[config.mk]
export PLATFORM = sky130hd
export DESIGN_NAME = entity_frame_writer
export DESIGN_NICKNAME = d
export VERILOG_FILES = /design/src/rtl/entity_frame_writer_pkg.sv /design/src/rtl/entity_frame_writer_vblank_detect.sv /design/src/rtl/entity_frame_writer.sv
export SDC_FILE = /design/constraint.sdc
export NUM_CORES = 1
export LEC_CHECK = 0
export BUFFER_PORTS_ARGS = -buffer_cell sky130_fd_sc_hd__clkbuf_2
export CAP_MARGIN = 10
export CORE_ASPECT_RATIO = 1.4
export CORE_MARGIN = 1
export CORE_UTILIZATION = 40
export CTS_CLUSTER_DIAMETER = 80
export CTS_CLUSTER_SIZE = 16
export DETAILED_ROUTE_END_ITERATION = 16
export HOLD_SLACK_MARGIN = 0.15
export PLACE_DENSITY = 0.6
export SETUP_SLACK_MARGIN = 0.3
export SYNTH_ARGS = -nofsm -noshare
export SYNTH_HDL_FRONTEND = slang
export SYNTH_HIERARCHICAL = 1
export SYNTH_SLANG_ARGS = --single-unit
[constraint.sdc]
create_clock -name clk -period 1.75 [get_ports clk]
set_clock_uncertainty 0.2 [all_clocks]
set_input_delay 0.35 -clock clk [delete_from_list [all_inputs] [get_ports clk]]
set_output_delay 0.35 -clock clk [all_outputs]
set_load 0.01 [all_outputs]
[src/rtl/entity_frame_writer_pkg.sv]
// Shared constants and types for the entity frame writer.
// Latency: n/a (package only).
// Backpressure: n/a (package only).
//
// Contents: slot indices, entity field offsets, reset words, FSM states,
// and the vertical timing points that define vblank.
package entity_frame_writer_pkg;

  // Vertical timing: first blanking line and lines per frame.
  localparam logic [9:0] V_VISIBLE = 10'd480;
  localparam logic [9:0] V_TOTAL   = 10'd525;

  // Entity word layout: {ID[13:10], orient[9:8], tile[7:0]}.
  localparam int ENT_W        = 14;
  localparam int ARR_W        = 18;
  localparam int ENT_ID_LSB   = 10;
  localparam int ENT_ORI_LSB  = 8;
  localparam int ENT_TILE_LSB = 0;

  localparam logic [3:0] UNUSED_ID = 4'hF;

  // Reset words: channel marked unused, every other field zero.
  localparam logic [ENT_W-1:0] RST_WORD14 = {UNUSED_ID, 10'd0};
  localparam logic [ARR_W-1:0] RST_WORD18 = {UNUSED_ID, 14'd0};

  typedef enum logic [2:0] {
    SLOT_E1  = 3'd0,
    SLOT_E4  = 3'd1,
    SLOT_E5  = 3'd2,
    SLOT_E6  = 3'd3,
    SLOT_E7A = 3'd4,
    SLOT_E8F = 3'd5
  } slot_t;

  typedef enum logic [1:0] {
    ST_IDLE      = 2'd0,
    ST_WAIT_HOLD = 2'd1,
    ST_COMMIT    = 2'd2
  } state_t;

  // Slots 6 and 7 have no backing storage.
  function automatic logic is_legal_slot(input logic [2:0] slot);
    return slot <= SLOT_E8F;
  endfunction

endpackage

[src/rtl/entity_frame_writer_vblank_detect.sv]
// Samples the raster counters and flags vblank start and the vblank window.
// Latency: one cycle from counter values to vblank_start/in_vblank.
// Backpressure: none; free-running sampler.
//
// Ports: clk, reset (sync, active-high), counter_H/counter_V (10b raster
// counters), vblank_start (high while sampled V==V_VISIBLE && H==0),
// in_vblank (high while sampled V is inside the blanking lines).
module entity_frame_writer_vblank_detect
  import entity_frame_writer_pkg::*;
(
  input  logic       clk,
  input  logic       reset,
  input  logic [9:0] counter_H,
  input  logic [9:0] counter_V,
  output logic       vblank_start,
  output logic       in_vblank
);

  logic [9:0] h_q;
  logic [9:0] v_q;

  // This register is the single cycle of detection latency.
  always_ff @(posedge clk) begin
    if (reset) begin
      h_q <= '0;
      v_q <= '0;
    end else begin
      h_q <= counter_H;
      v_q <= counter_V;
    end
  end

  assign vblank_start = (v_q == V_VISIBLE) && (h_q == 10'd0);
  assign in_vblank    = (v_q >= V_VISIBLE) && (v_q < V_TOTAL);

endmodule

[src/rtl/entity_frame_writer.sv]
// Double-buffers entity words: writes land in shadow, vblank commits all at once.
// Latency: write visible in shadow next edge; active outputs update 2 clks after vblank-start sample.
// Backpressure: wr_ready drops only during the single COMMIT cycle.
//
// Ports: clk, reset (sync, active-high); counter_H/counter_V raster counters;
// wr_valid/wr_ready/wr_slot/wr_data write port; batch_hold defers the commit;
// entity_1/4/5/6/8_Flip (14b) and entity_7_Array (18b) active words;
// commit_pulse, wr_err pulses; frames_dropped saturating skipped-commit count.
module entity_frame_writer
  import entity_frame_writer_pkg::*;
(
  input  logic             clk,
  input  logic             reset,
  input  logic [9:0]       counter_H,
  input  logic [9:0]       counter_V,
  input  logic             wr_valid,
  output logic             wr_ready,
  input  logic [2:0]       wr_slot,
  input  logic [ARR_W-1:0] wr_data,
  input  logic             batch_hold,
  output logic [ENT_W-1:0] entity_1,
  output logic [ENT_W-1:0] entity_4,
  output logic [ENT_W-1:0] entity_5,
  output logic [ENT_W-1:0] entity_6,
  output logic [ARR_W-1:0] entity_7_Array,
  output logic [ENT_W-1:0] entity_8_Flip,
  output logic             commit_pulse,
  output logic             wr_err,
  output logic [7:0]       frames_dropped
);

  state_t state;

  logic vblank_start;
  logic in_vblank;

  logic [ENT_W-1:0] sh_e1;
  logic [ENT_W-1:0] sh_e4;
  logic [ENT_W-1:0] sh_e5;
  logic [ENT_W-1:0] sh_e6;
  logic [ARR_W-1:0] sh_e7a;
  logic [ENT_W-1:0] sh_e8f;

  logic wr_fire;

  entity_frame_writer_vblank_detect u_vblank_detect (
    .clk          (clk),
    .reset        (reset),
    .counter_H    (counter_H),
    .counter_V    (counter_V),
    .vblank_start (vblank_start),
    .in_vblank    (in_vblank)
  );

  // Refusing writes in COMMIT keeps the copied snapshot consistent; the
  // held write simply lands in shadow one cycle later for the next frame.
  assign wr_ready = (state != ST_COMMIT);
  assign wr_fire  = wr_valid && wr_ready;

  // Shadow bank. Illegal slots are still accepted so the writer never stalls.
  always_ff @(posedge clk) begin
    if (reset) begin
      sh_e1  <= RST_WORD14;
      sh_e4  <= RST_WORD14;
      sh_e5  <= RST_WORD14;
      sh_e6  <= RST_WORD14;
      sh_e7a <= RST_WORD18;
      sh_e8f <= RST_WORD14;
      wr_err <= 1'b0;
    end else begin
      wr_err <= wr_fire && !is_legal_slot(wr_slot);
      if (wr_fire) begin
        case (slot_t'(wr_slot))
          SLOT_E1:  sh_e1  <= wr_data[ENT_W-1:0];
          SLOT_E4:  sh_e4  <= wr_data[ENT_W-1:0];
          SLOT_E5:  sh_e5  <= wr_data[ENT_W-1:0];
          SLOT_E6:  sh_e6  <= wr_data[ENT_W-1:0];
          SLOT_E7A: sh_e7a <= wr_data;
          SLOT_E8F: sh_e8f <= wr_data[ENT_W-1:0];
          default: ;
        endcase
      end
    end
  end

  // Commit FSM and active bank. commit_pulse is registered alongside the
  // transition into COMMIT so it is high exactly during the COMMIT cycle.
  always_ff @(posedge clk) begin
    if (reset) begin
      state          <= ST_IDLE;
      commit_pulse   <= 1'b0;
      frames_dropped <= 8'd0;
      entity_1       <= RST_WORD14;
      entity_4       <= RST_WORD14;
      entity_5       <= RST_WORD14;
      entity_6       <= RST_WORD14;
      entity_7_Array <= RST_WORD18;
      entity_8_Flip  <= RST_WORD14;
    end else begin
      commit_pulse <= 1'b0;
      case (state)
        ST_IDLE: begin
          if (vblank_start) begin
            if (!batch_hold) begin
              state        <= ST_COMMIT;
              commit_pulse <= 1'b1;
            end else begin
              state <= ST_WAIT_HOLD;
            end
          end
        end
        ST_WAIT_HOLD: begin
          if (!in_vblank) begin
            // Next frame has begun without a commit: this frame is lost.
            state <= ST_IDLE;
            if (frames_dropped != 8'hFF) begin
              frames_dropped <= frames_dropped + 8'd1;
            end
          end else if (!batch_hold) begin
            state        <= ST_COMMIT;
            commit_pulse <= 1'b1;
          end
        end
        ST_COMMIT: begin
          entity_1       <= sh_e1;
          entity_4       <= sh_e4;
          entity_5       <= sh_e5;
          entity_6       <= sh_e6;
          entity_7_Array <= sh_e7a;
          entity_8_Flip  <= sh_e8f;
          state          <= ST_IDLE;
        end
        default: state <= ST_IDLE;
      endcase
    end
  end

endmodule

# Yosys cells after proc, flatten, opt, wreduce, memory -nomap -nowiden
# Cells that the tools add are included.
[word_totals]
word_cells = 60
inputBits = 45
register_bits = 208
out_inout_bits = 99
[op_classes]
n_mux = 9
reduce_logical = 16
n_addsub = 1
bitwise = 1
magnitude_cmp = 3
n_eq_ne = 12
[op_table]
columns = ["op", "n"]
rows = [
  ["AND reduction 2 bit", 7],
  ["== test 10 x 9 -> 1 bit, second input constant", 1],
  [">= comparator 10 x 9 -> 1 bit, second input constant", 1],
  ["zero test 10 bit", 1],
  ["less-than comparator 10 bit, second input constant", 1],
  ["adder 8 x 1 -> 8 bit, second input constant", 1],
  ["two-way mux 2 bit", 4],
  ["inequality test 8 bit, second input constant", 1],
  ["== test 3 x 2 -> 1 bit, second input constant", 2],
  ["== test 3 bit, second input constant", 2],
  ["logical AND 1 bit", 4],
  ["case mux 2 bit (2 select lines)", 1],
  ["== test 3 x 1 -> 1 bit, second input constant", 1],
  ["<= comparator 3 bit, second input constant", 1],
  ["zero test 3 bit", 1],
  ["two-way mux 1 bit", 3],
  ["inequality test 3 bit, second input constant", 1],
  ["AND reduction 3 bit", 1],
  ["== test 2 x 1 -> 1 bit, second input constant", 1],
  ["== test 2 bit, second input constant", 1],
  ["zero test 2 bit", 1],
  ["inequality test 2 x 1 -> 1 bit, second input constant", 1],
  ["inequality test 2 bit, second input constant", 1],
  ["case mux 1 bit (2 select lines)", 1],
  ["2 further kinds", 2],
]

# Logic depth before layout (Yosys ltp)
[logic_depth]
word_depth = 4
mapped_depth = 7
ltp_nobuf = 7

# Modules after synthesis
# The synthesis kept the hierarchy.
[modules_own_cells]
columns = ["module", "area_each_um2", "instances", "seq_area_each_um2", "cells_per_inst"]
rows = [
  ["entity_frame_writer", 6772.7, 1, 3763.6, 801],
  ["entity_frame_writer_vblank_detect", 624.3, 1, 400.4, 55],
]

# Worst setup path after synthesis
# OpenSTA, ideal clock, no wires.
[synth_path]
kind = "input to register"
from = "input port wr_slot[2]"
to = "register sh_e6[10]"
path_slack_ps = -18
setup_ps = 122
t_required_ps = 1428
n_path_buf = 3
arrival_ps = 1445
stages = 6
path_cell_list = "buf_2 or4b_1 clkbuf_1 buf_2 nand2_1 nand3b_1"
[synth_between]
elab_chain_cells = 2
[synth_lines]
columns = ["element", "line_no", "text"]
rows = [
  ["start, declared", "entity_frame_writer.sv:18", "input logic [2:0] wr_slot,"],
  ["== test 3 x 2 -> 1 bit", "entity_frame_writer.sv:73", "case (slot_t'(wr_slot))"],
  ["AND reduction 2 bit (no source line)", "-", ""],
  ["end signal, assigned", "entity_frame_writer.sv:77", "SLOT_E6: sh_e6 <= wr_data[ENT_W-1:0];"],
  ["end, declared", "entity_frame_writer.sv:40", "logic [ENT_W-1:0] sh_e6;"],
]
# Every way passes these cells.
# A chain may end at the register's enable or synchronous reset.

# Worst setup path in the final report
[layout_path]
from = "register state[1]"
to = "output port wr_ready"
[layout_between]
elab_chain_cells = 1
[layout_lines]
columns = ["element", "line_no", "text"]
rows = [
  ["start, declared", "entity_frame_writer.sv:32", "state_t state;"],
  ["start signal, assigned", "entity_frame_writer.sv:90", "state <= ST_IDLE;"],
  ["start signal, assigned", "entity_frame_writer.sv:105", "state <= ST_COMMIT;"],
  ["start signal, assigned", "entity_frame_writer.sv:108", "state <= ST_WAIT_HOLD;"],
  ["inequality test 2 bit", "entity_frame_writer.sv:57", "assign wr_ready = (state != ST_COMMIT);"],
  ["end, declared", "entity_frame_writer.sv:17", "output logic wr_ready,"],
]
# Every way passes these cells.

==> results.cfg <==
[timing]
tightest_slew_ns = 0.3864
slew_headroom_pct = 74.24
layout_min_cycle_time_ns = 1.845
period_share_pct = 105.4
timing.final.setup_violations = 18
setup_tns_after_final_layout_ns = -0.3160
slew_viol_final = 0
fin_ws_ns = -0.09487
fmax_mhz = 542.0
report.final.hold_viol_count = 0
grt_setup_unrepaired = true

[worst_setup_path]
worstPathMaxFanout = 2
timing.critical_path.required_ns = 1.20
setup.worst_path.class = register to output port
setup.worst_path.end_class = output port
critical_path.startpoint_type = register
cp_data_arrival_time_ns = 1.29
r2r_setup_slk_ns = -0.03

[global_routing]
grt_util_all_layers_pct = 21.13
grtUsageMet3_pct = 3.573
antenna_found_initial = 0
grt_pass1_wl_um = 31290
maximum_number_of_pins_on_one_net_before_global_route_repair = 59
final_global_route_overflow_total = 0
first_global_vias = 6106
grt_util_met1_pct = 25.39
grt_most_used_layer = met2
global_route_met2_utilization_pct = 38.19

[floorplanning]
core_um2 = 18070
design.portCount = 144
floorplan.die.width_um = 116.9
start_util_pct = 40.94
design.die.area_um2 = 19050
core.rowCount = 58
chipHeight_um = 162.9

[placed_design]
buffer_ports.inserted = 143
placedInstanceArea_um2 = 8695
dp_hpwl_um = 12310
gp_congestion = 0.7828
dp.cells = 1229

[final_layout]
antenna-diode-count = 0
most-common-layout-cells = 268 x sky130_fd_sc_hd__nand2_1, 125 x sky130_fd_sc_hd__clkbuf_2, 109 x sky130_fd_sc_hd__dfxtp_1
final_util_pct = 58.07
area_delta_synth_final_pct = 41.86
fill_cells = 1614
final_area_um2 = 10490
final_layout_size_suffix_gt1_share_pct = 37.56
layout.cells.non_filler = 1321
nets = 1127
layout.cells.most_common = sky130_fd_sc_hd__nand2_1

[routing]
remaining_drc_errors = 0
detailedRoute.firstPassIterationCount = 4
post_drt_wl_per_cell_um = 15.24
route.vias.total = 6444
post_drt_via_cell_ratio = 4.878
final_antenna_net_count = 0
postRouteWirelength_um = 20130
drtIter0Drc = 347

[clock_network]
tritoncts.num_buffers = 16
clk_pin_slew_ns = 0.07
cts-hold-fix-buffers = 41
htree_num_levels = 1
cts_max_path_buffers = 3
clock_insertion_delay_worst_skew_ns = 0.48
tritoncts_num_sinks = 208
cts_tree = built
clock_tree_root_driver_cell = sky130_fd_sc_hd__clkbuf_16

[run_status]
result_of_the_run = finished, violations left
violations = setup timing

[power_and_ir_drop]
total_leakage_power_nw = 4.347
p_per_area_nw_per_um2 = 825.3
maximum_vdd_ir_drop_mv = 0.7600
total_power_mw = 8.660

[yosys]
syn_area_per_cell_um2 = 8.641
postSynthNetCount = 902
synth_cells = 856
sequential_element_share_of_the_synthesized_area_pct = 56.29
synth_seq_cells = 208
post_syn_area_um2 = 7397
synth_cell_types = 42
yosys_warnings = 6

[hold_path]
hold_path.class = input pin to register

[job]
max-cap-violations = 0
[cell usage after synthesis, drive strengths merged]
library cell  number  area share (%)
nand3b            32             3.2
inv                6            0.30
buf               26             1.8
nand2            284              14
nor2b             19             1.7
or4b               1            0.14
dfxtp            208              56
mux2i             22             3.0
nor2              44             2.2
and3               2            0.17
a211o              8            0.95
clkbuf            33             1.7
o211ai             4            0.41
and2               1           0.085
xor2               6            0.71
a21oi            108             7.3
nand4              5            0.68
nor3b              1            0.17
nor3              19             1.4
and4               2            0.24
o21a               1            0.10
o21ba              1            0.14
nand3              2            0.20
nor4               8            0.96
o2111ai            2            0.24
nand4b             2            0.24
nor4b              3            0.64
o21ai              1           0.068
and2b              4            0.41
ha                 1            0.17
[sequential cells by signal, indices dropped and copies added (netlist names)]
register and cells:
u_vblank_detect/v_q 10, entity_7_Array 18, sh_e4 14, frames_dropped 8, entity_5 14, sh_e6 14, state 2, entity_6 14
sh_e5 14, sh_e7a 18, sh_e8f 14, sh_e1 14, commit_pulse 1, wr_err 1, u_vblank_detect/h_q 10, entity_4 14
entity_1 14, entity_8_Flip 14
[layer usage]
layer	vias up	share of wire (%)
met2	141	52
met1	3020	41
met3	27	4.5
met5	-	0
met4	0	2.0
li1	3256	-
[where the power goes]
group          switching (mW)  total [mW]  internal (mW)
combinational           0.271       0.513          0.241
clock                    1.58        3.31           1.73
sequential             0.0406        4.84           4.80
total                    1.89        8.66           6.77
[stage by stage]
step           hold WS (ns)  setup slack, ns
5_1_grt             0.05983          -0.1610
4_1_cts             0.04805          -0.1348
2_1_floorplan        0.2188          0.01969
3_3_place_gp         0.2371        -0.008742
6_report            0.05881         -0.09487
3_5_place_dp         0.2427         -0.01042
[what timing repair did]
item                                   CTS  global route
cloned                                   5             2
buffers inserted                        18             8
endpoints found under the hold margin  123            21
pin swaps                               15            28
resized for setup                      144            69
setup endpoints to repair              275           284
[final timing paths]
| kind | start | endpoint | cells after the start |
|---|---|---|---|
| max | state[1]$_SDFFE_PP0P_ | wr_ready | 4 |
| min reg2reg | sh_e7a[4]$_SDFFE_PP0P_ | entity_7_Array[4]$_SDFFE_PP0N_ | 2 |
| max reg2reg | state[1]$_SDFFE_PP0P_ | sh_e6[0]$_SDFFE_PP0P_ | 6 |
| min | reset | u_vblank_detect/v_q[6]$_SDFF_PP0_ | 2 |
[layout make-up]
class                           instances  area (µm²)  share of cell area (%)
Tap cell                              240       300.3                   2.862
Timing Repair Buffer                  266        2186                   20.83
Inverter                                6       25.02                  0.2385
Clock buffer                           18       429.2                   4.090
Multi-Input combinational cell        583        3258                   31.05
Sequential cell                       208        4295                   40.93
[logic make-up (layout without fill, tap and decap cells)]
kind of cell               after synthesis  in the layout  synth area share [%]
buffers and inverters                   65            290                 3.772
DFF                                    208            208                 56.29
adders and majority gates                1              1                0.1691
and+or+nand+nor                        429            429                 26.88
muxes                                   22             22                 2.977
AOI/OAI and AO/OA                      125            125                 9.202
xor gates and xnor gates                 6              6                0.7104
[critical path: stages, from the launching register on]
cell                      delay (ns)
sky130_fd_sc_hd__dfxtp_4        0.34
sky130_fd_sc_hd__nor2b_4        0.20
sky130_fd_sc_hd__inv_4          0.06
sky130_fd_sc_hd__buf_12         0.12
sky130_fd_sc_hd__buf_8          0.11
(Power assumes the default switching activity.)
